--- src/rtl/bitser_pkg.sv ---
// Shared types and constants for the bit-serial ALU operand sequencer.
package bitser_pkg;

  localparam int unsigned NIB_W = 4;
  localparam int unsigned OP_W  = 4;

  typedef enum logic [1:0] {
    IDLE  = 2'd0,
    RUN   = 2'd1,
    DRAIN = 2'd2,
    DONE  = 2'd3
  } state_e;

  localparam logic [OP_W-1:0] OP_NEG = 4'b0000;
  localparam logic [OP_W-1:0] OP_ADD = 4'b0001;
  localparam logic [OP_W-1:0] OP_NOT = 4'b1000;
  localparam logic [OP_W-1:0] OP_OR  = 4'b1001;
  localparam logic [OP_W-1:0] OP_AND = 4'b1010;
  localparam logic [OP_W-1:0] OP_XOR = 4'b1100;

endpackage

--- src/rtl/bitser_operand_seq_if.sv ---
// Host-side load/start bus of the operand sequencer.
interface bitser_operand_seq_if;
  import bitser_pkg::*;

  logic              load_valid;
  logic [NIB_W-1:0]  load_data;
  logic              load_ready;
  logic [OP_W-1:0]   op_in;
  logic              start;

  modport master (
    output load_valid, load_data, op_in, start,
    input  load_ready
  );

  modport slave (
    input  load_valid, load_data, op_in, start,
    output load_ready
  );
endinterface

--- src/rtl/bitser_result_sipo.sv ---
// Shift-in result register: new bits enter at the MSB, so the first bit ends at the LSB.
module bitser_result_sipo #(
  parameter int unsigned WIDTH = 8
) (
  input  logic             clk,
  input  logic             rst,
  input  logic             clr,
  input  logic             shift,
  input  logic             din,
  output logic [WIDTH-1:0] q
);

  always_ff @(posedge clk or posedge rst) begin
    if (rst) begin
      q <= '0;
    end else if (clr) begin
      q <= '0;
    end else if (shift) begin
      q <= {din, q[WIDTH-1:1]};
    end
  end

endmodule

--- src/rtl/bitser_operand_seq.sv ---
// Operand loader, LSB-first streamer and result collector for the bit-serial ALU.
module bitser_operand_seq
  import bitser_pkg::*;
#(
  parameter int unsigned WIDTH = 8
) (
  input  logic                 clk,
  input  logic                 rst,
  bitser_operand_seq_if.slave  lif,
  input  logic                 res_bit,
  output logic [OP_W-1:0]      alu_op,
  output logic                 alu_a,
  output logic                 alu_b,
  output logic                 alu_rstn,
  output logic                 busy,
  output logic                 done,
  output logic [WIDTH-1:0]     result,
  output logic                 result_valid
);

  localparam int unsigned NA     = WIDTH / NIB_W;
  localparam int unsigned NSLOT  = 2 * NA;
  localparam int unsigned NIB_CW = $clog2(NSLOT);
  localparam int unsigned BIT_CW = $clog2(WIDTH);

  state_e              state;
  logic [WIDTH-1:0]    op_a;
  logic [WIDTH-1:0]    op_b;
  logic [NIB_CW-1:0]   nib_cnt;
  logic [BIT_CW-1:0]   bit_cnt;

  logic idle_or_done_c;
  logic start_acc_c;
  logic shift_c;

  assign idle_or_done_c = (state == IDLE) || (state == DONE);
  assign start_acc_c    = idle_or_done_c && lif.start;
  assign lif.load_ready = idle_or_done_c && !lif.start;

  // res_bit lags alu_a/alu_b by one cycle, so the first RUN cycle has nothing to capture
  assign shift_c = ((state == RUN) && (bit_cnt != '0)) || (state == DRAIN);

  bitser_result_sipo #(.WIDTH(WIDTH)) u_sipo (
    .clk   (clk),
    .rst   (rst),
    .clr   (start_acc_c),
    .shift (shift_c),
    .din   (res_bit),
    .q     (result)
  );

  always_ff @(posedge clk or posedge rst) begin
    if (rst) begin
      state        <= IDLE;
      op_a         <= '0;
      op_b         <= '0;
      nib_cnt      <= '0;
      bit_cnt      <= '0;
      alu_op       <= '0;
      alu_a        <= 1'b0;
      alu_b        <= 1'b0;
      alu_rstn     <= 1'b0;
      busy         <= 1'b0;
      done         <= 1'b0;
      result_valid <= 1'b0;
    end else begin
      done <= 1'b0;
      case (state)
        IDLE, DONE: begin
          if (lif.start) begin
            state        <= RUN;
            alu_op       <= lif.op_in;
            bit_cnt      <= '0;
            alu_a        <= op_a[0];
            alu_b        <= op_b[0];
            alu_rstn     <= 1'b1;
            busy         <= 1'b1;
            result_valid <= 1'b0;
          end else if (lif.load_valid) begin
            for (int unsigned s = 0; s < NA; s++) begin
              if (nib_cnt == NIB_CW'(s))
                op_a[s*NIB_W +: NIB_W] <= lif.load_data;
              if (nib_cnt == NIB_CW'(NA + s))
                op_b[s*NIB_W +: NIB_W] <= lif.load_data;
            end
            nib_cnt      <= (nib_cnt == NIB_CW'(NSLOT - 1)) ? '0 : nib_cnt + NIB_CW'(1);
            state        <= IDLE;
            result_valid <= 1'b0;
          end
        end
        RUN: begin
          // WIDTH rotations restore the operands, so a rerun needs no reload
          op_a    <= {op_a[0], op_a[WIDTH-1:1]};
          op_b    <= {op_b[0], op_b[WIDTH-1:1]};
          bit_cnt <= bit_cnt + BIT_CW'(1);
          if (bit_cnt == BIT_CW'(WIDTH - 1)) begin
            state    <= DRAIN;
            alu_a    <= 1'b0;
            alu_b    <= 1'b0;
            alu_rstn <= 1'b0;
          end else begin
            alu_a <= op_a[1];
            alu_b <= op_b[1];
          end
        end
        DRAIN: begin
          state        <= DONE;
          busy         <= 1'b0;
          done         <= 1'b1;
          result_valid <= 1'b1;
        end
        default: state <= IDLE;
      endcase
    end
  end

endmodule

--- src/flat_wrapper.sv ---
// flat-port wrapper written by rule: the top's interface ports become plain ports
module bitser_operand_seq_flat import bitser_pkg::*;
#(
  parameter int unsigned WIDTH = 8
)
  (clk, rst, res_bit, alu_op, alu_a, alu_b, alu_rstn, busy, done, result, result_valid, lif_load_valid, lif_load_data, lif_op_in, lif_start, lif_load_ready);
  bitser_operand_seq_if lif_i ();
  input  logic clk;
  input  logic rst;
  input  logic res_bit;
  output logic [OP_W-1:0] alu_op;
  output logic alu_a;
  output logic alu_b;
  output logic alu_rstn;
  output logic busy;
  output logic done;
  output logic [WIDTH-1:0] result;
  output logic result_valid;
  input wire logic [$bits(lif_i.load_valid)-1:0] lif_load_valid;
  input wire logic [$bits(lif_i.load_data)-1:0] lif_load_data;
  input wire logic [$bits(lif_i.op_in)-1:0] lif_op_in;
  input wire logic [$bits(lif_i.start)-1:0] lif_start;
  output wire logic [$bits(lif_i.load_ready)-1:0] lif_load_ready;
  assign lif_i.load_valid = lif_load_valid;
  assign lif_i.load_data = lif_load_data;
  assign lif_i.op_in = lif_op_in;
  assign lif_i.start = lif_start;
  assign lif_load_ready = lif_i.load_ready;
  bitser_operand_seq #(.WIDTH(WIDTH)) u_core (.clk(clk), .rst(rst), .lif(lif_i), .res_bit(res_bit), .alu_op(alu_op), .alu_a(alu_a), .alu_b(alu_b), .alu_rstn(alu_rstn), .busy(busy), .done(done), .result(result), .result_valid(result_valid));
endmodule
--- config.mk ---
export PLATFORM = sky130hd
export DESIGN_NAME = bitser_operand_seq_flat
export DESIGN_NICKNAME = d
export VERILOG_FILES = /design/src/rtl/bitser_pkg.sv /design/src/rtl/bitser_operand_seq_if.sv /design/src/rtl/bitser_result_sipo.sv /design/src/rtl/bitser_operand_seq.sv /design/src/flat_wrapper.sv
export SDC_FILE = /design/constraint.sdc
export NUM_CORES = 1
export LEC_CHECK = 0
export CAP_MARGIN = 20
export CORE_AREA = 4 4 78 80
export DETAILED_ROUTE_END_ITERATION = 10
export DIE_AREA = 0 0 82 84
export GPL_ROUTABILITY_DRIVEN = 0
export MAX_ROUTING_LAYER = met4
export PLACE_DENSITY = 0.57
export SYNTH_ARGS = -nofsm -noshare
export SYNTH_HDL_FRONTEND = slang
export SYNTH_HIERARCHICAL = 1
export SYNTH_SLANG_ARGS = --single-unit
--- constraint.sdc ---
create_clock -name clk -period 2.2 [get_ports clk]
set_clock_uncertainty 0.15 [all_clocks]
set_input_delay 0.55 -clock clk [delete_from_list [all_inputs] [get_ports clk]]
set_output_delay 0.55 -clock clk [all_outputs]
set_load 0.02 [all_outputs]
==> key figures <==
Outcome
  – Run status: finished clean

Hold path
  – Hold path depth: 2
  – Hold Path End: u_core/alu_a
  – Tightest Hold Check Type: flop to flop
  – HP Start: u_core/alu_a

Power and ir drop
  – Pint: 2682 uW
  – Clk network pwr share: 0.170
  – IR drop worst, VDD: 568.3 uV
  – Leak: 0.001301 uW
  – Logic pwr share: 0.517
  – Sequential group share of total power: 0.313
  – Pwr/cell area: 1552 nW/um2
  – Net Switching: 1447 uW
  – Sw Share: 0.3505

Setup path
  – Crit path max fanout: 2
  – Worst Setup End Kind: output port
  – CP top delay family: buffers and inverters
  – Crit path DAT: 1.34 ns
  – WP data required: 1.50 ns
  – CP max stage delay: 0.42 ns
  – Critical path buffers and inverters: 3
  – Reg2reg start: u_core/state[0]
  – CP Cell Sequence: clkdlybuf4s50_1 > nand2b_1 > inv_1 > clkbuf_2
  – R2R depth: 6
  – Flop2flop setup slack: 0.22 ns
  – Crit-path slowest cell: clkdlybuf4s50_1
  – RR Endpoint: u_core/op_b[2]
  – Critical Path Source Type: input port
  – Setup CP Type: input port to output port

Detailed routing
  – Final wirelength: 3942 um
  – Vias per cell: 4.572
  – Met2 WL: 1843 um
  – Max layer used: met4
  – Detailed router's first-iteration violation count: 61
  – Wire length on met1: 1985 um
  – Routed length per placed instance: 13.27 um
  – First-pass DRT Iterations: 4
  – Final ANT Viol Nets: 0
  – Vias: 1,358
  – WL met3: 71 um
  – DRC viols: 0

CTS
  – CTS sink cnt: 41
  – Clk buf depth: 2
  – Worst-path clk slew: 0.07 ns
  – H-tree Lvls: 2
  – Total CTS buffers: 5
  – TritonCTS clock tree: built
  – # hold bufs at CTS: 0
  – Postcts setup bufs: 0
  – Root buffer cell: clkbuf_8
  – Worst-skew pair later-pin latency: 0.29 ns

Timing
  – Fin crit period: 2.045 ns
  – Worst Max-Slew Pin Slew: 0.4372 ns
  – Fmax: 489.0 MHz
  – Final period util: 0.9295
  – Max-slew violations: 0
  – Slew HR: 0.7085
  – Setup Viol. Count Final: 0
  – RSZ-0062 raised after global routing: false
  – Final hold violation count: 0

Floorplan
  – Core area: 5405 um2
  – Die Span Y: 84 um
  – Die width: 82 um
  – Io pins: 32
  – Die ar.: 6888 um2
  – Starting density of the core: 0.3856
  – Site Rows: 27

Cells and area
  – Share of cells above drive strength 1: 0.2178
  – Ant. Diodes: 0
  – Commonest cells after routing, fill and taps aside: dfrtp_1, nand2_1, clkdlybuf4s50_1
  – Final core utilization: 0.4921
  – Area growth, synth to finish: 27.61%
  – Post-layout nets: 247
  – Commonest non-fill, non-tap cell in the layout: dfrtp_1
  – Fin cells: 297
  – Layout fillers: 510

Yosys
  – Post-synth cell types: 26
  – Cell Area, Synth: 2084 um2
  – Mapped Avg Cell Area: 11.52 um2
  – Seq cells post-synth: 41
  – Yosys top cell area share: 0.4922
  – Dominant cells by area after synthesis: dfrtp_1, mux2_4, ha_1
  – Synth Warn #: 6
  – Area leader, netlist: dfrtp_1
  – Mapped Cells: 181
  – Sequential area share after synthesis: 0.4922
  – Syn_nets: 204

Global routing
  – First-pass GRT wire length: 6768 um
  – Grt ovf: 0
  – Initial antenna violation count: 0
  – Largest net degree at the start of global routing: 34
  – Vias in the first global route: 1,396
  – Total GRT Usage: 0.1314

Flow run
  – MaxCap Viol Count: 0

Placement
  – Final HPWL DP: 2920 um
  – IO Port Bufs: 31
  – DP Cell Count: 289
[registers in the layout, summed over array words and instances (netlist names), 2 cells and up]
signal and cells:
u_core/alu_op 4, u_core/bit_cnt 3, u_core/nib_cnt 2, u_core/op_a 8
u_core/op_b 8, u_core/state 2, u_core/u_sipo/q 8
[layout make-up]
type / instances / area (um2) / share of cell area
repair buffers: 43 / 395.4 / 0.1486
multi-input cells: 119 / 962.2 / 0.3617
clock buffers: 5 / 68.82 / 0.02587
well taps: 72 / 90.09 / 0.03387
flip-flops and latches: 41 / 1026 / 0.3857
clock inverters: 3 / 65.06 / 0.02446
inverters: 14 / 52.55 / 0.01976
[synth_stat cells]
master / count
nand2_1: 32
buf_2: 2
a21oi_1: 4
mux2i_1: 10
and3b_1: 1
a2bb2oi_1: 1
mux2_4: 16
nand2b_1: 6
a21o_4: 4
a32o_1: 2
a221oi_1: 1
inv_1: 14
mux2_2: 8
o21ai_0: 6
buf_1: 1
buf_6: 2
nand3_1: 1
nor2b_1: 2
o2bb2ai_1: 2
clkbuf_1: 2
a31oi_1: 1
nor2_1: 10
dfrtp_1: 41
o22ai_1: 1
ha_1: 10
a21o_1: 1
[metrics by stage]
step	hold WS, ns	area (um2)	power (uW)	worst slack (ns)	TNS (ns)
after global placement	0.3264	2531	3448	-0.2730	-1.560
after CTS	0.3588	2665	4202	0.008386	0
final	0.3518	2660	4129	0.1550	0
after floorplan	0.2157	2085	2816	0.2916	0
after detailed placement	0.3246	2531	3473	-0.2818	-1.603
after global routing	0.3774	2660	4450	0.08305	0
[repair_timing]
item | 4_1_cts | 5_1_grt
endpoints found under the hold margin | 0 | 0
gates cloned | 0 | 0
endpoints found under the setup margin | 1 | 1
resized for setup | 2 | 1
[cell families after synthesis]
logic type,share of synthesized area
buf+inv,0.04622
mux,0.2065
compound gates,0.08885
fa+ha+maj,0.06002
flops,0.4922
simple gates,0.1062
[per-layer routing]
layer | global-route usage | up-vias
met4 | 0.04985 | 0
met1 | 0.1817 | 655
met2 | 0.1844 | 13
met5 | - | -
li1 | - | 686
met3 | 0.03240 | 4
[worst min-delay path, stage by stage (launching register included)]
cell	delay [ns]
dfrtp_1	0.35
nand2_1	0.05
o21ai_0	0.07
[worst max-delay path by stage]
stage / start / end / depth (start not counted)
after floorplan: u_core/state[0] / u_core/op_a[0] / 6
after global placement: lif_start / lif_load_ready / 4
after detailed placement: lif_start / lif_load_ready / 4
after CTS: lif_start / lif_load_ready / 4
after global routing: u_core/state[0] / lif_load_ready / 5
final: lif_start / lif_load_ready / 4
[power groups by stage]
| stage | logic (uW) | registers (uW) | clock network (uW) |
|---|---|---|---|
| floorplan | 1390 | 1420 | 0 |
| global placement | 2140 | 1300 | 0 |
| detailed placement | 2160 | 1310 | 0 |
| CTS | 2170 | 1300 | 737 |
| global route | 2340 | 1340 | 774 |
| finish | 2130 | 1290 | 703 |
No activity file was read; power rests on OpenSTA's default activity.
